## src/rtl/if_stage_unit.sv

```systemverilog
// ----------------------------------------------------------------------------
// if_stage_unit
//
// Instruction-fetch stage of the pipelined MIPS core. Owns the program
// counter, presents it as the instruction-memory read address and captures
// the fetched word into the IF/ID pipeline register for decode and the
// hazard unit. Supports load-use stalls, flush bubbles, redirects to a
// branch/jump target resolved downstream, a sticky misaligned-target flag
// and a saturating stall-cycle counter for performance debug.
//
// Parameters
//   RESET_PC  PC value loaded on reset
//   CNT_W     width of the stall counter
//
// Ports
//   clk              in   clock, all state updates on rising edge
//   rst              in   synchronous active-high reset
//   stall            in   hold PC and IF/ID this cycle
//   flush            in   turn IF/ID into a bubble at the next edge
//   redirect_valid   in   load PC from redirect_target at the next edge
//   redirect_target  in   branch/jump target (low two bits are masked)
//   imem_addr        out  instruction-memory read address (= pc)
//   imem_rdata       in   instruction word at imem_addr, same cycle
//   pc               out  current PC register
//   id_instr         out  IF/ID instruction word (0 = NOP bubble)
//   id_pc4           out  IF/ID PC+4 of that instruction
//   id_valid         out  IF/ID holds a real fetched instruction
//   misalign_err     out  sticky: a misaligned redirect target was seen
//   stall_cnt        out  saturating count of stalled cycles
// ----------------------------------------------------------------------------
module if_stage_unit #(
   parameter logic [31:0] RESET_PC = 32'h0000_0000,
   parameter int          CNT_W    = 16
) (
   input  logic             clk,
   input  logic             rst,
   input  logic             stall,
   input  logic             flush,
   input  logic             redirect_valid,
   input  logic [31:0]      redirect_target,
   output logic [31:0]      imem_addr,
   input  logic [31:0]      imem_rdata,
   output logic [31:0]      pc,
   output logic [31:0]      id_instr,
   output logic [31:0]      id_pc4,
   output logic             id_valid,
   output logic             misalign_err,
   output logic [CNT_W-1:0] stall_cnt
);

   logic [31:0] pc_plus4;
   logic        bubble;

   // Increment that sticks at all-ones instead of wrapping.
   function automatic logic [CNT_W-1:0] sat_inc(input logic [CNT_W-1:0] v);
      return (&v) ? v : v + CNT_W'(1);
   endfunction

   // Modular 32-bit add: the top of the address space wraps to 0.
   assign pc_plus4  = pc + 32'd4;
   assign imem_addr = pc;

   // A redirect squashes the wrong-path word being fetched this cycle.
   assign bubble = flush | redirect_valid;

   // ---- IF -> IF/ID boundary ----
   always_ff @(posedge clk) begin
      if (rst) begin
         pc           <= RESET_PC;
         id_instr     <= 32'd0;
         id_pc4       <= 32'd0;
         id_valid     <= 1'b0;
         misalign_err <= 1'b0;
         stall_cnt    <= '0;
      end else begin
         if (redirect_valid)
            pc <= {redirect_target[31:2], 2'b00};
         else if (!stall)
            pc <= pc_plus4;

         if (bubble) begin
            id_instr <= 32'd0;
            id_pc4   <= 32'd0;
            id_valid <= 1'b0;
         end else if (!stall) begin
            id_instr <= imem_rdata;
            id_pc4   <= pc_plus4;
            id_valid <= 1'b1;
         end

         if (redirect_valid && (redirect_target[1:0] != 2'b00))
            misalign_err <= 1'b1;

         // Counts every stalled edge, even when a redirect/flush overrides it.
         if (stall)
            stall_cnt <= sat_inc(stall_cnt);
      end
   end

endmodule

```

## config.mk

```make
export PLATFORM = sky130hd
export DESIGN_NAME = if_stage_unit
export DESIGN_NICKNAME = d
export VERILOG_FILES = /design/src/rtl/if_stage_unit.sv
export SDC_FILE = /design/constraint.sdc
export NUM_CORES = 1
export LEC_CHECK = 0
export CORE_MARGIN = 3
export CORE_UTILIZATION = 47
export CTS_CLUSTER_DIAMETER = 100
export DETAILED_ROUTE_END_ITERATION = 12
export PLACE_DENSITY = 0.82
export SYNTH_ARGS = -nofsm -noshare
export SYNTH_HDL_FRONTEND = slang
export SYNTH_SLANG_ARGS = --single-unit
```

## constraint.sdc

```tcl
create_clock -name clk -period 3.1 [get_ports clk]
set_input_delay 0.93 -clock clk [delete_from_list [all_inputs] [get_ports clk]]
set_output_delay 0.93 -clock clk [all_outputs]
set_load 0.02 [all_outputs]
```

Yosys cells after proc, flatten, opt, wreduce, memory -nomap -nowiden
Cells that the tools add are included.
{"block": "op_classes", "n_addsub": 2, "eq_ne": 1, "mux": 2, "bitwise_logic": 2, "n_reduce_logical": 6}
{"operator": "$mux 32", "count": 2}
{"operator": "$add 32x3->32 const B", "count": 1}
{"operator": "$add 16x1->16 const B", "count": 1}
{"operator": "$reduce_and 16->1", "count": 1}
{"operator": "$reduce_or 2->1", "count": 2}
{"operator": "$ne 2x1->1 const B", "count": 1}
{"operator": "$reduce_and 2->1", "count": 1}
{"operator": "$reduce_bool 2->1", "count": 1}
{"operator": "$logic_and 1x1->1", "count": 1}
{"operator": "$not 1->1", "count": 1}
{"operator": "$or 1x1->1", "count": 1}
{"block": "totals", "ff_bits": 114, "wordCells": 20}

Longest topological paths before layout
Gate-level depths: netlist (run 1).
{"block": "depth", "depth_word": 3, "ltp_mapped": 7}

Worst setup path after synthesis (run 1)
OpenSTA, ideal clock, no wires.
{"block": "synth_path", "path_kind": "in2reg", "start": "input port stall", "end": "register id_instr[0]", "t_arrival_ps": 2194, "t_required_ps": 2972, "setup_slack_ps": 779, "stages": 5, "cell_sequence": "clkbuf_1 -> clkbuf_1 -> clkbuf_1 -> mux2i_1 -> nor2_1"}
{"element": "start: declaration", "line": "37", "text": "input logic stall,"}
{"element": "end signal: assignment", "line": "86", "text": "id_instr <= imem_rdata;"}
{"element": "end: declaration", "line": "44", "text": "output logic [31:0] id_instr,"}

Final worst setup path (run 1)
{"block": "layout_path", "start": "register pc[6], in the netlist imem_addr[6]", "end": "output port pc[6]"}
{"element": "start: declaration", "line": "43", "text": "output logic [31:0] pc,"}
{"element": "start signal: assignment", "line": "77", "text": "pc <= {redirect_target[31:2], 2'b00};"}
{"element": "start signal: assignment", "line": "79", "text": "pc <= pc_plus4;"}
No word-level cell between the ends.

==> flow_summary_export.csv, run 1 <==
group,metric,value,unit
status,status,"finished, final reports clean",
placed_design,placement.io_buffers,208,
drt,drtIter0Drc,343,
clocking,cts_setup_buffers,0,
critical_path,cp_max_fo,12,
floorplanning,floorplan.die_area,12900,um2
placed_design,detailed_place_hpwl,11.8,mm
global_routing,via_count_of_the_first_global_routing_pass,4998,
logic_synthesis,synth.cell_area,5430,um2
sta,fin_tns_setup,0,ns
logic_synthesis,ys_warn_count,0,
logic_synthesis,synth.lib_cells_used.distinct,46,
sta,max_clock_freq,382,MHz
clocking,clock_latency,0.35,ns
sta,layout_min_cycle_time,2.62,ns
sta,share_of_the_cycle_needed_by_the_critical_path_after_routing,84.5,%
clocking,clk_transition_reported_paths,0.07,ns
clocking,root_buffer,"sky130_fd_sc_hd__clkbuf_16",
critical_path,critical_path.max_stage_delay,0.73,ns
pwr,ratio_of_total_power_to_cell_area,425,nW/um2
logic_synthesis,synth.avg_cell_area,8.62,um2
clocking,cts_bufs_inserted,9,
floorplanning,num_io_pins,215,
logic_synthesis,post_synth_most_frequent_cells,"113 x sky130_fd_sc_hd__nor2_1, 110 x sky130_fd_sc_hd__dfxtp_1, 43 x sky130_fd_sc_hd__xnor2_1",
logic_synthesis,synth_top_area_share,40.6,%
clocking,cts_repair_resize_count,0,
critical_path,worstSetupStartpointType,"flop",
floorplanning,die_w,113,um
drt,drt_drc_violations_left,0,
layout,finish.net_count,860,
clocking,ctsHoldBuffers,0,
critical_path,critical_path_class,"flop to output port",
layout,num_antenna_cells,0,
floorplanning,core.rowCount,38,
logic_synthesis,yosysSeqAreaShare,40.6,%
layout,drive_gt1_share,6.05,%
drt,routed_wl,15.9,mm
floorplanning,core_area,11100,um2
floorplanning,initial_utilization,49.0,%
pwr,power_leakage,2.76,nW
placed_design,dp_slack,0.432,ns
sta,final_max_slew_viol_count,0,
clocking,cts_tree,"built",
critical_path,critical_path.slowest_cell,"sky130_fd_sc_hd__clkdlybuf4s50_1",
run,cap_viol_max_count,0,
logic_synthesis,synth-edff-count,0,
critical_path,critPathLaunch,"imem_addr[6]",
pwr,peakVddDrop,319,uV
critical_path,arrival,1.69,ns
layout,final_core_util,69.3,%
clocking,clock_tree.buffer_depth,2,
sta,finalHoldViolations,0,
critical_path,critPathCaptureType,"output port",
min_path,holdCritPathClass,"flop to flop",
critical_path,crit_path_cell_trace,"clkdlybuf4s50_1",
min_path,holdCritStartpoint,"misalign_err",
critical_path,cp_num_buf_inv,1,
logic_synthesis,postSynthRegisterBits,110,
sta,post-route-worst-setup-slack,0.480,ns
placed_design,finalWeightedCongestion,0.923,
global_routing,antenna_found_initial,0,
drt,antenna_nets_post_route,0,
critical_path,critical-path-top-delay-family,"buffers and inverters",
floorplanning,die_h,113,um
placed_design,dp_cells,918,
drt,via_to_cell_ratio,5.45,
global_routing,maximum_number_of_pins_on_one_net_before_global_route_repair,49,
clocking,h_tree_depth,3,
sta,setup_violations,0,
sta,max-slew-margin-rel,55.4,%
layout,area_delta_synth_final,41.3,%
drt,first_pass_iters,6,
logic_synthesis,synth_async_sr_flop_share,0,%
sta,rsz0062_at_grt,"false",
critical_path,r2r_setup_slack,0.70,ns
logic_synthesis,synth_area_leaders,"sky130_fd_sc_hd__dfxtp_1 41%, sky130_fd_sc_hd__nor2_1 7.8%, sky130_fd_sc_hd__mux2i_1 7.0%, sky130_fd_sc_hd__xnor2_1 6.9%, sky130_fd_sc_hd__a211oi_1 5.1%",
global_routing,grt_pass1_wl,25.2,mm
logic_synthesis,synth_cells,630,
global_routing,global_route.usage.total,24.0,%
clocking,cts_num_sinks,110,
drt,routed-via-count,5088,
critical_path,required,2.17,ns
logic_synthesis,synthFlopType,"sky130_fd_sc_hd__dfxtp_1",
drt,wire_per_inst,17.0,um
logic_synthesis,synthMostInstantiatedCell,"sky130_fd_sc_hd__nor2_1",
layout,finish.cell_count_without_fillers,933,
sta,tightest_slew,0.663,ns
global_routing,globalRoute.totalOverflow,0,
critical_path,worstReg2RegStart,"imem_addr[3]",
logic_synthesis,synth_largest_area_cell,"sky130_fd_sc_hd__dfxtp_1",
sta,clock-skew-final,0.00815,ns
==> final timing paths <==
| path | end | depth (start not counted) |
|---|---|---|
| worst max register to register | imem_addr[22] | 6 |
| worst min register to register | misalign_err | 2 |
| worst max-delay path | pc[6] | 1 |
| worst min-delay path | misalign_err | 2 |
==> state kept, by name, summed over array words and instances (netlist names) <==
register	cells
stall_cnt	16
imem_addr	30
misalign_err	1
id_valid	1
id_pc4	30
id_instr	32
==> power breakdown <==
| part | internal, W | switching (W) |
|---|---|---|
| Sequential | 0.00146 | 0.0000736 |
| Combinational | 0.000272 | 0.000255 |
| Clock | 0.000688 | 0.000513 |
| Total | 0.00242 | 0.000841 |
==> through the flow <==
stage | cell area [um2] | total power (W) | hold WS, ns
after floorplan | 5450 | 0.00185 | 0.522
after global placement | 7360 | 0.00208 | 0.434
after detailed placement | 7360 | 0.00209 | 0.441
after CTS | 7670 | 0.00328 | 0.451
after global routing | 7670 | 0.00338 | 0.468
final | 7670 | 0.00326 | 0.449
==> cells by family (layout without fill, tap and decap cells) <==
logic type	after synthesis	count (layout)	synth area share [%]
AND/OR/NAND/NOR	247	247	23.0
AO/OA/AOI/OAI	80	80	9.80
multiplexers	38	38	7.01
buffers and inverters	89	247	8.90
flip-flops	110	110	40.6
other	1	6	0.0691
XOR/XNOR	63	63	10.2
adder cells (fa/ha/maj)	2	2	0.461
==> cell type report <==
class	count	area, um2
Clock buffer	12	267
Clock inverter	3	42.5
Fill cell	881	3410
Inverter	8	30.0
Multi-Input combinational cell	436	2760
Sequential cell	110	2200
Tap cell	140	175
Timing Repair Buffer	224	2190
==> layout by cell type (no fill, tap or decap), types with 9 or more instances in the layout <==
cell / synthesis / routed
sky130_fd_sc_hd__nor4_1: 15 / 15
sky130_fd_sc_hd__a211oi_1: 37 / 37
sky130_fd_sc_hd__dfxtp_1: 110 / 110
sky130_fd_sc_hd__nor3_1: 10 / 10
sky130_fd_sc_hd__clkbuf_16: 0 / 9
sky130_fd_sc_hd__nand4_1: 13 / 13
sky130_fd_sc_hd__and4_1: 10 / 10
sky130_fd_sc_hd__nand3_1: 14 / 14
sky130_fd_sc_hd__buf_4: 37 / 16
sky130_fd_sc_hd__xnor2_1: 43 / 43
sky130_fd_sc_hd__a21oi_1: 26 / 26
sky130_fd_sc_hd__nand2_1: 35 / 35
sky130_fd_sc_hd__nor2_1: 113 / 113
sky130_fd_sc_hd__mux2i_1: 38 / 38
sky130_fd_sc_hd__clkdlybuf4s50_1: 0 / 206
sky130_fd_sc_hd__xor2_1: 20 / 20
==> metal layers <==
layer  track usage, %  up-vias  share of wire (%)
met5                0        -                  0
met4             9.70        0                2.7
met3             5.57       34                7.3
met2             41.0      217                 50
met1             29.2     2387                 40
li1                 -     2450                  -
(Power assumes the default switching activity.)
==> inputs of run 2 (changes only) <==
Settings changed: CORE_UTILIZATION 47 to 40, PLACE_DENSITY 0.82 to 0.74.
Clock period 3.1 ns to 2.11 ns, I/O delays scaled along.
==> flow_summary_export.csv, run 2 (same netlist as run 1, synthesis figures left out) <==
group,metric,value,unit
status,status,"finished, final reports clean",
clocking,root_buffer,"sky130_fd_sc_hd__clkbuf_16",
critical_path,cp_max_fo,5,
layout,largest_register,"id_instr",
global_routing,globalRoute.totalOverflow,0,
floorplanning,die_h,123,um
floorplanning,initial_utilization,42.0,%
clocking,cts_bufs_inserted,9,
layout,multi_input_area,2780,um2
drt,wire_per_inst,16.9,um
sta,tightest_slew,0.555,ns
drt,drtIter0Drc,407,
critical_path,critical_path.max_stage_delay,0.65,ns
clocking,h_tree_depth,3,
floorplanning,floorplan.die_area,15000,um2
layout,number_of_flip_flops_in_the_largest_register,32,
critical_path,worstSetupStartpointType,"flop",
layout,area_delta_synth_final,47.2,%
global_routing,grt_pass1_wl,26.6,mm
placed_design,detailed_place_hpwl,13.0,mm
critical_path,cp_num_buf_inv,1,
sta,max-slew-margin-rel,63.0,%
critical_path,critPathCaptureType,"output port",
placed_design,dp_slack,-0.0966,ns
critical_path,required,1.48,ns
global_routing,via_count_of_the_first_global_routing_pass,5175,
clocking,ctsHoldBuffers,0,
sta,rsz0062_at_grt,"false",
critical_path,r2r_setup_slack,0.12,ns
floorplanning,core.rowCount,41,
min_path,holdCritPathClass,"flop to flop",
floorplanning,core_area,12900,um2
critical_path,critical-path-top-delay-family,"buffers and inverters",
pwr,power_leakage,3.39,nW
global_routing,global_route.usage.total,22.4,%
layout,final_common_cell,"sky130_fd_sc_hd__clkdlybuf4s50_1",
layout,num_antenna_cells,0,
critical_path,critical_path.slowest_cell,"sky130_fd_sc_hd__clkdlybuf4s50_1",
sta,clock-skew-final,0.00620,ns
critical_path,arrival,1.44,ns
pwr,peakVddDrop,307,uV
clocking,clock_tree.buffer_depth,2,
sta,finalHoldViolations,0,
drt,routed_wl,16.9,mm
layout,regArea,2210,um2
sta,final_max_slew_viol_count,0,
sta,max_clock_freq,482,MHz
sta,fin_worst_hold_slack,0.449,ns
drt,via_to_cell_ratio,5.22,
global_routing,antenna_found_initial,0,
clocking,clock_latency,0.35,ns
sta,layout_min_cycle_time,2.07,ns
layout,final_cell_mix,"150 x sky130_fd_sc_hd__clkdlybuf4s50_1, 113 x sky130_fd_sc_hd__nor2_1, 107 x sky130_fd_sc_hd__dfxtp_1, 50 x sky130_fd_sc_hd__buf_4, 43 x sky130_fd_sc_hd__xnor2_1",
clocking,clk_transition_reported_paths,0.07,ns
placed_design,placement.io_buffers,208,
pwr,ratio_of_total_power_to_cell_area,581,nW/um2
clocking,cts_num_sinks,110,
run,cap_viol_max_count,0,
drt,routed-via-count,5228,
drt,drt_drc_violations_left,0,
sta,post-route-worst-setup-slack,0.0369,ns
layout,drive_gt1_share,10.8,%
clocking,cts_tree,"built",
floorplanning,die_w,123,um
floorplanning,num_io_pins,215,
sta,setup_violations,0,
layout,fillCellCount,1134,
sta,share_of_the_cycle_needed_by_the_critical_path_after_routing,98.2,%
placed_design,finalWeightedCongestion,0.928,
critical_path,crit_path_cell_trace,"clkdlybuf4s50_1",
global_routing,maximum_number_of_pins_on_one_net_before_global_route_repair,49,
critical_path,critical_path_class,"flop to output port",
drt,antenna_nets_post_route,0,
drt,first_pass_iters,5,
layout,finish.net_count,896,
[run 2: changes by cell type in the layout (fill, tap and decap cells not counted), sizes merged]
cell / change
clkbuf: -1
dlymetal6s2s: +22
clkinv: +4
dlygate4sd2: +34
clkdlybuf4s50: -56
clkinvlp: -1
buf: +36
bufinv: -1
[run 2: final timing paths]
check | startpoint | to | cells after the start
worst max-delay path | imem_addr[30] | imem_addr[30] | 1
worst min-delay path | id_valid | id_valid | 2
worst max register to register | imem_addr[2] | imem_addr[24] | 5
worst min register to register | id_valid | id_valid | 2
[run 2: layout make-up]
| cell class | instances | share of cell area [%] |
|---|---|---|
| Multi-Input combinational cell | 436 | 34.7 |
| Timing Repair Buffer | 260 | 31.3 |
| Sequential cell | 110 | 27.6 |
| Clock buffer | 11 | 3.04 |
| Tap cell | 172 | 2.69 |
| Inverter | 8 | 0.376 |
| Clock inverter | 5 | 0.313 |
[run 2: stage by stage]
stage	instances	cell area, um2	TNS (ns)	total power (W)	utilization, %
after floorplan	635	5450	0	0.00272	-
after global placement	985	7690	-0.0510	0.00312	59.5
after detailed placement	985	7690	-0.676	0.00314	59.5
after CTS	1001	7920	0	0.00468	61.2
after global routing	1002	7990	0	0.00484	61.8
final	1002	7990	0	0.00465	61.8
[run 2: timing repair]
item / 4_1_cts / 5_1_grt
gates resized for setup: 34 / 27
endpoints found under the setup margin: 34 / 29
pin swaps: 0 / 1
hold endpoints to repair: 0 / 0
buffers inserted: 0 / 1
[run 2: routing by layer]
layer | up-vias | global-route usage [%] | wire length [um]
met2 | 225 | 37.1 | 8330
met5 | - | 0 | 0
li1 | 2522 | - | -
met1 | 2454 | 29.2 | 6920
met3 | 27 | 4.06 | 1310
met4 | 0 | 8.05 | 372
[run 2: report_power, final]
group,switching [W],internal (W)
clock network,0.000769,0.000825
registers,0.0000656,0.00214
logic,0.000434,0.000412
total,0.00127,0.00338
[run 2: worst register-to-register path, cell delays in order (launching register included)]
cell and delay, ns:
sky130_fd_sc_hd__dfxtp_1 0.38, sky130_fd_sc_hd__ha_1 0.19, sky130_fd_sc_hd__and4_1 0.27, sky130_fd_sc_hd__nand2_1 0.23, sky130_fd_sc_hd__or4_1 0.54, sky130_fd_sc_hd__a311oi_1 0.28
==> inputs of run 3 (changes only) <==
Settings changed: TNS_END_PERCENT set to 5.
==> flow_summary_export.csv, run 3 (same netlist as run 1, synthesis figures left out) <==
group,metric,value,unit
critical_path,worstRegToRegCells,5,
clocking,clock_latency,0.35,ns
clocking,cts_bufs_inserted,9,
critical_path,critical-path-top-delay-family,"buffers and inverters",
global_routing,grt_pass1_wl,26.6,mm
floorplanning,num_io_pins,215,
critical_path,critical_path.reg2reg.endpoint,"imem_addr[31]",
layout,fillCellCount,1139,
layout,final_core_util,61.8,%
global_routing,antenna_found_initial,0,
layout,final_cell_mix,"150 x sky130_fd_sc_hd__clkdlybuf4s50_1, 113 x sky130_fd_sc_hd__nor2_1, 107 x sky130_fd_sc_hd__dfxtp_1, 49 x sky130_fd_sc_hd__buf_4, 43 x sky130_fd_sc_hd__xnor2_1",
critical_path,critical_path_class,"flop to output port",
placed_design,detailed_place_hpwl,13.0,mm
drt,via_to_cell_ratio,5.22,
layout,drive_gt1_share,10.7,%
critical_path,r2r_setup_slack,0.09,ns
status,status,"finished, final reports clean",
sta,tightest_slew,0.556,ns
sta,max-slew-margin-rel,62.9,%
drt,antenna_nets_post_route,0,
critical_path,path_depth,1,
critical_path,crit_path_cell_trace,"clkdlybuf4s50_1",
clocking,cts_setup_buffers,0,
floorplanning,die_h,123,um
critical_path,critical_path.slowest_cell,"sky130_fd_sc_hd__clkdlybuf4s50_1",
min_path,holdCritPathClass,"flop to flop",
pwr,power_leakage,3.38,nW
run,cap_viol_max_count,0,
pwr,ratio_of_total_power_to_cell_area,582,nW/um2
clocking,clock_tree.buffer_depth,2,
pwr,peakVddDrop,307,uV
global_routing,maximum_number_of_pins_on_one_net_before_global_route_repair,49,
critical_path,arrival,1.44,ns
drt,routed-via-count,5227,
min_path,number_of_instances_on_the_worst_hold_path,2,
floorplanning,core.rowCount,41,
drt,first_pass_iters,5,
critical_path,critPathCaptureType,"output port",
min_path,holdCritStartpoint,"id_valid",
global_routing,globalRoute.totalOverflow,0,
global_routing,via_count_of_the_first_global_routing_pass,5175,
placed_design,finalWeightedCongestion,0.928,
clocking,cts_tree,"built",
floorplanning,initial_utilization,42.0,%
sta,share_of_the_cycle_needed_by_the_critical_path_after_routing,98.2,%
critical_path,required,1.48,ns
layout,largest_register,"id_instr",
sta,final_max_slew_viol_count,0,
critical_path,cp_num_buf_inv,1,
drt,wire_per_inst,16.9,um
sta,finalHoldViolations,0,
drt,drt_drc_violations_left,0,
drt,drtIter0Drc,407,
min_path,hold_path_end,"id_valid",
placed_design,dp_slack,-0.0966,ns
layout,finish.net_count,895,
critical_path,worstSetupStartpointType,"flop",
layout,final_common_cell,"sky130_fd_sc_hd__clkdlybuf4s50_1",
clocking,h_tree_depth,3,
critical_path,critical_path.max_stage_delay,0.65,ns
sta,rsz0062_at_grt,"false",
sta,post-route-worst-setup-slack,0.0372,ns
sta,max_clock_freq,482,MHz
clocking,cts_num_sinks,110,
layout,area_delta_synth_final,47.2,%
placed_design,placement.io_buffers,208,
floorplanning,core_area,12900,um2
floorplanning,die_w,123,um
sta,layout_min_cycle_time,2.07,ns
clocking,root_buffer,"sky130_fd_sc_hd__clkbuf_16",
clocking,clk_transition_reported_paths,0.07,ns
sta,clock-skew-final,0.00614,ns
layout,num_antenna_cells,0,
floorplanning,floorplan.die_area,15000,um2
layout,number_of_flip_flops_in_the_largest_register,32,
drt,routed_wl,16.9,mm
sta,setup_violations,0,
critical_path,cp_max_fo,5,
critical_path,worstReg2RegStart,"imem_addr[2]",
global_routing,global_route.usage.total,22.4,%
## run 3: area by class of cell
cell class	count	area [um2]	share of cell area, %
tap	172	215	2.69
clock inverter	5	25.0	0.313
inverter	8	30.0	0.376
clock buffer	11	243	3.04
sequential	110	2210	27.6
timing repair buffer	259	2490	31.2
multi-input combinational	436	2780	34.8
## run 3: how the worst max path moves through the flow
stage                  start  slack (ns)       endpoint
5_1_grt        stall_cnt[10]       0.001  stall_cnt[10]
3_5_place_dp           stall        -0.1  imem_addr[31]
2_1_floorplan  imem_addr[18]       0.004  imem_addr[31]
3_3_place_gp           stall       -0.05  imem_addr[31]
4_1_cts        imem_addr[22]      0.0002         pc[22]
6_report       imem_addr[30]        0.04  imem_addr[30]
## run 3: report_power, final
part / internal (W) / switching, W / leakage [nW]
registers: 0.00214 / 0.0000659 / 0.898
logic: 0.000412 / 0.000435 / 2.35
clock network: 0.000825 / 0.000770 / 0.139
total: 0.00338 / 0.00127 / 3.38
## run 3: worst register-to-register path: cells and delay by family, from the launching register on
kind	cells	cell delay, ns
AOI/OAI and AO/OA	1	0.25
and+or+nand+nor	4	1.29
DFF	1	0.39
## run 3: per-layer routing
metal / vias to the layer above / part of all wire, % / track usage [%]
li1: 2527 / - / -
met1: 2450 / 41 / 29.2
met2: 219 / 49 / 37.1
met3: 31 / 7.5 / 4.06
met4: 0 / 2.4 / 8.05
met5: - / 0 / 0
## run 3: through the flow
stage	hold WS [ns]	instances	instance area (um2)	power [W]	setup TNS, ns
6_report	0.448	1001	7990	0.00465	0
3_5_place_dp	0.443	985	7690	0.00314	-0.676
4_1_cts	0.454	1001	7920	0.00468	0
5_1_grt	0.472	1001	7990	0.00484	0
3_3_place_gp	0.433	985	7690	0.00312	-0.0510
2_1_floorplan	0.522	635	5450	0.00272	0
## run 3: what timing repair did
item	CTS	global route
pin swaps	0	1
hold buffers	0	0
setup endpoints to repair	34	29
resized for setup	34	27
